**src/rtl/cfg_seq.sv**
```systemverilog
// cfg_seq: camera configuration sequencer.
// Walks a {reg, data} table in a synchronous ROM and issues one register write
// per entry to the SCCB master. It handles delay entries, the end marker,
// NACK retry and an error report.
module cfg_seq #(
  parameter int REG_W      = 8,
  parameter int IDX_W      = 8,
  parameter int PROF_W     = 1,
  parameter int DELAY_UNIT = 100000,
  parameter int MAX_RETRY  = 3
) (
  input  logic                    i_clk,
  input  logic                    i_rst,
  input  logic                    i_start,
  input  logic [PROF_W-1:0]       i_profile,
  output logic [PROF_W+IDX_W-1:0] o_rom_addr,
  input  logic [2*REG_W-1:0]      i_rom_data,
  output logic                    o_wr_valid,
  output logic [REG_W-1:0]        o_wr_reg,
  output logic [REG_W-1:0]        o_wr_data,
  input  logic                    i_wr_ready,
  input  logic                    i_wr_done,
  input  logic                    i_wr_nack,
  output logic                    o_busy,
  output logic                    o_done,
  output logic                    o_err,
  output logic [IDX_W-1:0]        o_err_idx,
  output logic [IDX_W:0]          o_count
);

  // The delay counter holds data*DELAY_UNIT. That product always fits in
  // REG_W + clog2(DELAY_UNIT) bits.
  localparam int CW = REG_W + $clog2(DELAY_UNIT);
  localparam int RW = (MAX_RETRY > 0) ? $clog2(MAX_RETRY + 1) : 1;

  localparam logic [REG_W-1:0] MARK      = '1;
  localparam logic [CW-1:0]    DU_C      = CW'(DELAY_UNIT);
  localparam logic [RW-1:0]    RETRY_MAX = RW'(MAX_RETRY);

  typedef enum logic [3:0] {
    S_IDLE,
    S_FETCH,
    S_ROM_WAIT,
    S_DECODE,
    S_REQ,
    S_ACK,
    S_DELAY,
    S_NEXT,
    S_DONE
  } state_t;

  state_t                    state_q;
  logic [PROF_W-1:0]         prof_q;
  logic [IDX_W-1:0]          idx_q;
  logic [RW-1:0]             retry_q;
  logic [CW-1:0]             dly_q;
  logic [PROF_W+IDX_W-1:0]   rom_addr_q;
  logic                      wr_valid_q;
  logic [REG_W-1:0]          wr_reg_q;
  logic [REG_W-1:0]          wr_data_q;
  logic                      busy_q;
  logic                      done_q;
  logic                      err_q;
  logic [IDX_W-1:0]          err_idx_q;
  logic [IDX_W:0]            count_q;

  logic [REG_W-1:0]          rom_reg;
  logic [REG_W-1:0]          rom_dat;
  logic [IDX_W-1:0]          idx_d;
  logic [CW-1:0]             dly_d;

  // Split the ROM word and precompute the next index and the delay load value.
  assign rom_reg = i_rom_data[2*REG_W-1:REG_W];
  assign rom_dat = i_rom_data[REG_W-1:0];
  assign idx_d   = idx_q + 1'b1;
  assign dly_d   = CW'(rom_dat) * DU_C;

  // Sequencer FSM. All outputs are registered.
  always_ff @(posedge i_clk) begin
    if (i_rst) begin
      state_q    <= S_IDLE;
      prof_q     <= '0;
      idx_q      <= '0;
      retry_q    <= '0;
      dly_q      <= '0;
      rom_addr_q <= '0;
      wr_valid_q <= 1'b0;
      wr_reg_q   <= '0;
      wr_data_q  <= '0;
      busy_q     <= 1'b0;
      done_q     <= 1'b0;
      err_q      <= 1'b0;
      err_idx_q  <= '0;
      count_q    <= '0;
    end else begin
      done_q <= 1'b0;
      case (state_q)
        S_IDLE: begin
          if (i_start) begin
            prof_q     <= i_profile;
            idx_q      <= '0;
            err_q      <= 1'b0;
            err_idx_q  <= '0;
            count_q    <= '0;
            busy_q     <= 1'b1;
            rom_addr_q <= {i_profile, {IDX_W{1'b0}}};
            state_q    <= S_FETCH;
          end
        end
        S_FETCH:    state_q <= S_ROM_WAIT;
        S_ROM_WAIT: state_q <= S_DECODE;
        S_DECODE: begin
          if (rom_reg == MARK) begin
            if (rom_dat == MARK) begin
              busy_q  <= 1'b0;
              done_q  <= 1'b1;
              state_q <= S_DONE;
            end else begin
              dly_q   <= dly_d;
              state_q <= S_DELAY;
            end
          end else begin
            wr_reg_q   <= rom_reg;
            wr_data_q  <= rom_dat;
            retry_q    <= '0;
            wr_valid_q <= 1'b1;
            state_q    <= S_REQ;
          end
        end
        S_REQ: begin
          if (i_wr_ready) begin
            wr_valid_q <= 1'b0;
            state_q    <= S_ACK;
          end
        end
        S_ACK: begin
          if (i_wr_done) begin
            if (!i_wr_nack) begin
              count_q <= count_q + 1'b1;
              state_q <= S_NEXT;
            end else if (retry_q < RETRY_MAX) begin
              retry_q    <= retry_q + 1'b1;
              wr_valid_q <= 1'b1;
              state_q    <= S_REQ;
            end else begin
              err_q     <= 1'b1;
              err_idx_q <= idx_q;
              busy_q    <= 1'b0;
              state_q   <= S_IDLE;
            end
          end
        end
        S_DELAY: begin
          if (dly_q == '0) state_q <= S_NEXT;
          else             dly_q   <= dly_q - 1'b1;
        end
        S_NEXT: begin
          // The last index is an implicit end of table. The index never wraps.
          if (idx_q == '1) begin
            busy_q  <= 1'b0;
            done_q  <= 1'b1;
            state_q <= S_DONE;
          end else begin
            idx_q      <= idx_d;
            rom_addr_q <= {prof_q, idx_d};
            state_q    <= S_FETCH;
          end
        end
        S_DONE:  state_q <= S_IDLE;
        default: state_q <= S_IDLE;
      endcase
    end
  end

  assign o_rom_addr = rom_addr_q;
  assign o_wr_valid = wr_valid_q;
  assign o_wr_reg   = wr_reg_q;
  assign o_wr_data  = wr_data_q;
  assign o_busy     = busy_q;
  assign o_done     = done_q;
  assign o_err      = err_q;
  assign o_err_idx  = err_idx_q;
  assign o_count    = count_q;

endmodule
```
**config.mk**
```make
export PLATFORM = sky130hd
export DESIGN_NAME = cfg_seq
export DESIGN_NICKNAME = d
export VERILOG_FILES = /design/src/rtl/cfg_seq.sv
export SDC_FILE = /design/constraint.sdc
export NUM_CORES = 1
export LEC_CHECK = 0
export CORE_MARGIN = 2
export CORE_UTILIZATION = 25
export DETAILED_ROUTE_END_ITERATION = 7
export DONT_BUFFER_PORTS = 1
export REMOVE_ABC_BUFFERS = 1
export SETUP_SLACK_MARGIN = 0.1
export SKIP_CTS_REPAIR_TIMING = 1
export SYNTH_ARGS = -nofsm -noshare
export SYNTH_HDL_FRONTEND = slang
export SYNTH_SLANG_ARGS = --single-unit
export TNS_END_PERCENT = 1
```
**constraint.sdc**
```tcl
create_clock -name i_clk -period 5.5 [get_ports i_clk]
set_input_delay 1.65 -clock i_clk [delete_from_list [all_inputs] [get_ports i_clk]]
set_output_delay 1.65 -clock i_clk [all_outputs]
set_load 0.01 [all_outputs]
```
Word-level counts from Yosys, hierarchy flattened
Index checks and enable logic that the tools add are counted.
- bits in registers: 86
- output and inout bits: 46
- word-level logic and storage cells: 120
- $add $sub $neg: 4
- multiply operators: 1
- order comparisons: 1
- equality and inequality tests: 25
- multiplexer cells: 56
- bitwise logic cells: 1
- reduce and logical (&&, ||, !) cells: 18
- operators with widths (kind ; count):
    2-to-1 mux 25 bit ; 3
    case mux 25 bit (2 select lines) ; 1
    2-to-1 mux 9 bit ; 5
    2-to-1 mux 8 bit ; 5
    case mux 9 bit (2 select lines) ; 2
    case mux 4 bit (8 select lines) ; 1
    case mux 8 bit (2 select lines) ; 2
    inequality test 2 bit, second input constant ; 15
    2-to-1 mux 4 bit ; 7
    zero test 25 bit ; 1
    subtractor 25 x 1 -> 25 bit, second input constant ; 1
    equality test 8 bit, second input constant ; 3
    multiplier 8 x 12 -> 20 bit, second input constant ; 1
    2-to-1 mux 1 bit ; 19
    equality test 4 x 3 -> 1 bit, second input constant ; 4
    AND reduction 4 bit ; 3
    AND reduction 5 bit ; 2
    adder 9 x 1 -> 9 bit, second input constant ; 1
    adder 8 x 1 -> 8 bit, second input constant ; 1
    equality test 4 x 2 -> 1 bit, second input constant ; 2
    2-to-1 mux 2 bit ; 4
    AND reduction 8 bit ; 1
    nonzero test 2 bit ; 4
    2-to-1 mux 3 bit ; 2
    14 further kinds ; 16

Depth between registers and ports, before layout
- depth in word-level cells: 5
- mapped depth: 14
- mapped depth without buffers: 14

Worst setup path before layout
No wires, ideal clock.
- path kind: input-to-reg
- from: in i_rom_data[2]
- to: reg dly_q[23]
- setup time: 130 ps
- arrival time: 4855 ps
- data required time: 5370 ps
- slack: 515 ps
- stages on the path: 14
- buffers on the path: 0
- path through: ha_1 -> ha_1 -> inv_1 -> fa_1 -> inv_1 -> fa_1 -> ha_1 -> nor2b_1 -> o211ai_1 -> a21boi_0 -> o311ai_0 -> a21oi_1 -> xnor2_1 -> o22ai_1
- word-level cells in the longest chain between the ends: 4
- RTL lines (element ; line ; source):
    from (decl) ; 17 ; input logic [2*REG_W-1:0] i_rom_data,
    multiplier 8 x 12 -> 20 bit ; 76 ; assign dly_d = CW'(rom_dat) * DU_C;
    2-to-1 mux 25 bit ; 114 ; if (rom_dat == MARK) begin
    2-to-1 mux 25 bit ; 113 ; if (rom_reg == MARK) begin
    case mux 25 bit (2 select lines) ; 97 ; case (state_q)
    to (signal assigned) ; 119 ; dly_q <= dly_d;
    to (signal assigned) ; 155 ; else dly_q <= dly_q - 1'b1;
    to (decl) ; 56 ; logic [CW-1:0] dly_q;
Several ways; a longest one is shown, not always the timed one. The select of a mux whose other input is x is not followed.
A chain may end at the register's enable or synchronous reset.

Final worst setup path
Same ends and word-level chain as after synthesis.

==> results.toml <==
[outcome]
run_status = "finished clean"

[critical_path]
setup.worst_path.class = "in2reg"
worst_ep_arrival_time_ns = 5.14
capturing_element_type_of_the_critical_path = "flip-flop"
worstPathRequired_ns = 5.72
worstPathMaxFanout = 5
startpoint_type_of_the_worst_setup_path = "primary input"

[sta]
worst_pin_slew_ns = 1.04
worst_slack_ns = 0.582
max_transition_viols_final = 0
post-route-period-util_pct = 89.4
final-hold-violation-count = 0
slew_headroom_pct = 30.6
worst_case_clock_skew_ns = 0.00864
finalSetupTns_ns = 0
timing.final.crit_period_ns = 4.92
finalSetupViolCount = 0
fmax_mhz = 203
grt_setup_unrepaired = "false"

[global_route]
global_route.peak_usage_layer = "met2"
number_of_antenna_violations_at_the_first_check_in_global_routing = 0
grt_overflow_total = 0
gr-usage-all-layers_pct = 11.6
groute.layer.met2.usage_pct = 17.6
grt_pass1_wl_mm = 20.9
gr-usage-met1_pct = 15.5
number_of_global_route_vias_before_repair = 4215
grt.met3_usage_pct = 4.05
grt_max_degree = 67

[final_layout]
area_delta_synth_final_pct = 10.5
drive_above_1_share_pct = 5.26
antenna-diode-count = 0
largest_register_ff_count = 25
max_flop_register = "dly_q"
final_nets = 714

[placed_design]
placed_wire_length_estimate_mm = 9.55
dp_worst_setup_slack_ns = 0.217
gp_routability_congestion = 0.810
io_buffer_count = 0

[drt]
detail_route.iter0.violations = 326
drt.antenna.violating_nets = 0
via_per_inst = 5.01
total_routed_wirelength_mm = 12.9
dr.pass1.iters = 5
vias = 4491
detail_route.wl_per_cell_um = 14.3
route.detailed.drc = 0

[yosys]
yosysWarnings = 0
ys_seq_elements = 78
synth_sequential_area_ratio_pct = 30.0
synth-edff-count = 0
synth-main-ff-cell = "sky130_fd_sc_hd__dfxtp_1"
synth_cell_types = 63
synth.top_cell.area_share_pct = 30.0
yosys-top-cells-area = "sky130_fd_sc_hd__dfxtp_1 30%, sky130_fd_sc_hd__ha_1 14%, sky130_fd_sc_hd__a21oi_1 6.3%"
netlist_area_mm2 = 0.00520
async_reset_ff_share_pct = 0
synth_area_leader_cell = "sky130_fd_sc_hd__dfxtp_1"
postSynthAreaPerCell_um2 = 8.20
synth_cells = 634

[clock_network]
clkSinkCount = 78
cts.htree.levels = 3
cts-root-to-sink-buffers = 2
cts_root_buf = "sky130_fd_sc_hd__clkbuf_16"
tritoncts = "built"
cts_inserted_buffers = 9
cts.reportedPaths.clkPinSlew_ns = 0.06
insertion_delay_ns = 0.34

[floorplan]
boundaryPins = 69
fp.dieW_um = 148
starting_density_of_the_core_pct = 25.6
core_mm2 = 0.0203
fp-row-count = 52
dieArea_mm2 = 0.0220
dieHeight_um = 148

[power]
power_density_mw_per_mm2 = 289
peakVddDrop_mv = 0.119
power.static_leakage_uw = 0.00221

[flow_run]
max_capacitance_violation_count = 0

[worst_hold_path]
hold_class = "reg2reg"
-- synthesized netlist by cell type, types with 3 or more instances --
library cell,number
sky130_fd_sc_hd__nor2b_1,9
sky130_fd_sc_hd__a211oi_1,5
sky130_fd_sc_hd__nand2b_1,5
sky130_fd_sc_hd__xor2_1,19
sky130_fd_sc_hd__nor3_1,20
sky130_fd_sc_hd__and3_1,4
sky130_fd_sc_hd__nor4_1,6
sky130_fd_sc_hd__a21oi_1,65
sky130_fd_sc_hd__a21o_1,6
sky130_fd_sc_hd__o21ai_0,27
sky130_fd_sc_hd__o32ai_1,3
sky130_fd_sc_hd__a2111oi_0,3
sky130_fd_sc_hd__nand4_1,11
sky130_fd_sc_hd__nand2_1,82
sky130_fd_sc_hd__clkbuf_1,19
sky130_fd_sc_hd__o22ai_1,3
sky130_fd_sc_hd__fa_1,12
sky130_fd_sc_hd__and2_1,4
sky130_fd_sc_hd__inv_1,14
sky130_fd_sc_hd__o21a_1,4
sky130_fd_sc_hd__a31oi_1,9
sky130_fd_sc_hd__nand3_1,21
sky130_fd_sc_hd__nor2_1,69
sky130_fd_sc_hd__ha_1,57
sky130_fd_sc_hd__or3_1,5
sky130_fd_sc_hd__or4_1,4
sky130_fd_sc_hd__dfxtp_1,78
sky130_fd_sc_hd__o311ai_0,3
sky130_fd_sc_hd__a22oi_1,4
sky130_fd_sc_hd__buf_2,4
sky130_fd_sc_hd__or2_2,7
sky130_fd_sc_hd__xnor2_1,10
sky130_fd_sc_hd__nand3b_1,5
sky130_fd_sc_hd__mux2i_1,5
-- layer usage --
layer	share of wire, %	up-vias
li1	-	2257
met1	48	2080
met2	43	137
met3	7.3	17
met4	1.6	0
met5	0	-
-- cell families after synthesis --
kind of cell	share of synthesized area [%]
flops	30.0
fa+ha+maj	18.3
mux	1.18
buf+inv	3.13
simple gates	24.1
xor+xnor	4.88
compound gates	18.3
-- report_power, final --
part | total [uW] | switching, uW | internal (uW)
combinational | 457 | 257 | 200
clock | 608 | 252 | 356
sequential | 594 | 18.7 | 576
total | 1660 | 528 | 1130
-- cells in the final DEF (no fill, tap or decap), types with 10 or more instances in the layout --
cell type,n
sky130_fd_sc_hd__a21oi_1,65
sky130_fd_sc_hd__fa_1,12
sky130_fd_sc_hd__nor3_1,20
sky130_fd_sc_hd__nand3_1,21
sky130_fd_sc_hd__nand4_1,11
sky130_fd_sc_hd__nor2_1,69
sky130_fd_sc_hd__xor2_1,19
sky130_fd_sc_hd__nand2_1,82
sky130_fd_sc_hd__ha_1,57
sky130_fd_sc_hd__o21ai_0,26
sky130_fd_sc_hd__dfxtp_1,78
sky130_fd_sc_hd__xnor2_1,10
sky130_fd_sc_hd__inv_1,14
-- per-stage QoR --
step	power (uW)	hold slack, ns	util [%]	instance area, um^2	cells
after floorplan	963	0.452	-	5090	609
after global placement	1060	0.478	26.8	5440	881
after detailed placement	1060	0.484	26.8	5440	881
after CTS	1680	0.493	28.3	5750	897
after global routing	1770	0.505	28.3	5750	897
final	1660	0.492	28.3	5750	897
-- final timing paths --
kind | startpoint | end | slack [ns] | cells past startpoint
max | i_rom_data[2] | dly_q[23] | 0.58 | 14
min reg2reg | o_err_idx[0] | o_err_idx[0] | 0.49 | 2
max reg2reg | state_q[1] | dly_q[6] | 2.06 | 6
min | o_err_idx[0] | o_err_idx[0] | 0.49 | 2
-- area by class of cell --
cell class | instances | area, um^2
fill | 2223 | 14600
multi-input combinational | 517 | 3480
sequential | 78 | 1560
tap | 270 | 338
clock buffer | 9 | 225
clock inverter | 7 | 80.1
inverter | 14 | 52.6
timing repair buffer | 2 | 15.0
-- worst max-delay path, stage by stage --
cell and delay [ns]:
sky130_fd_sc_hd__ha_1 0.29, sky130_fd_sc_hd__ha_1 0.28, sky130_fd_sc_hd__inv_1 0.05, sky130_fd_sc_hd__fa_1 0.50, sky130_fd_sc_hd__inv_1 0.06, sky130_fd_sc_hd__fa_1 0.47, sky130_fd_sc_hd__ha_1 0.34, sky130_fd_sc_hd__nor2b_1 0.15
sky130_fd_sc_hd__o211ai_1 0.19, sky130_fd_sc_hd__a21boi_0 0.14, sky130_fd_sc_hd__o311ai_0 0.59, sky130_fd_sc_hd__a21oi_1 0.17, sky130_fd_sc_hd__xnor2_1 0.17, sky130_fd_sc_hd__o22ai_1 0.09
(Power assumes the default switching activity.)
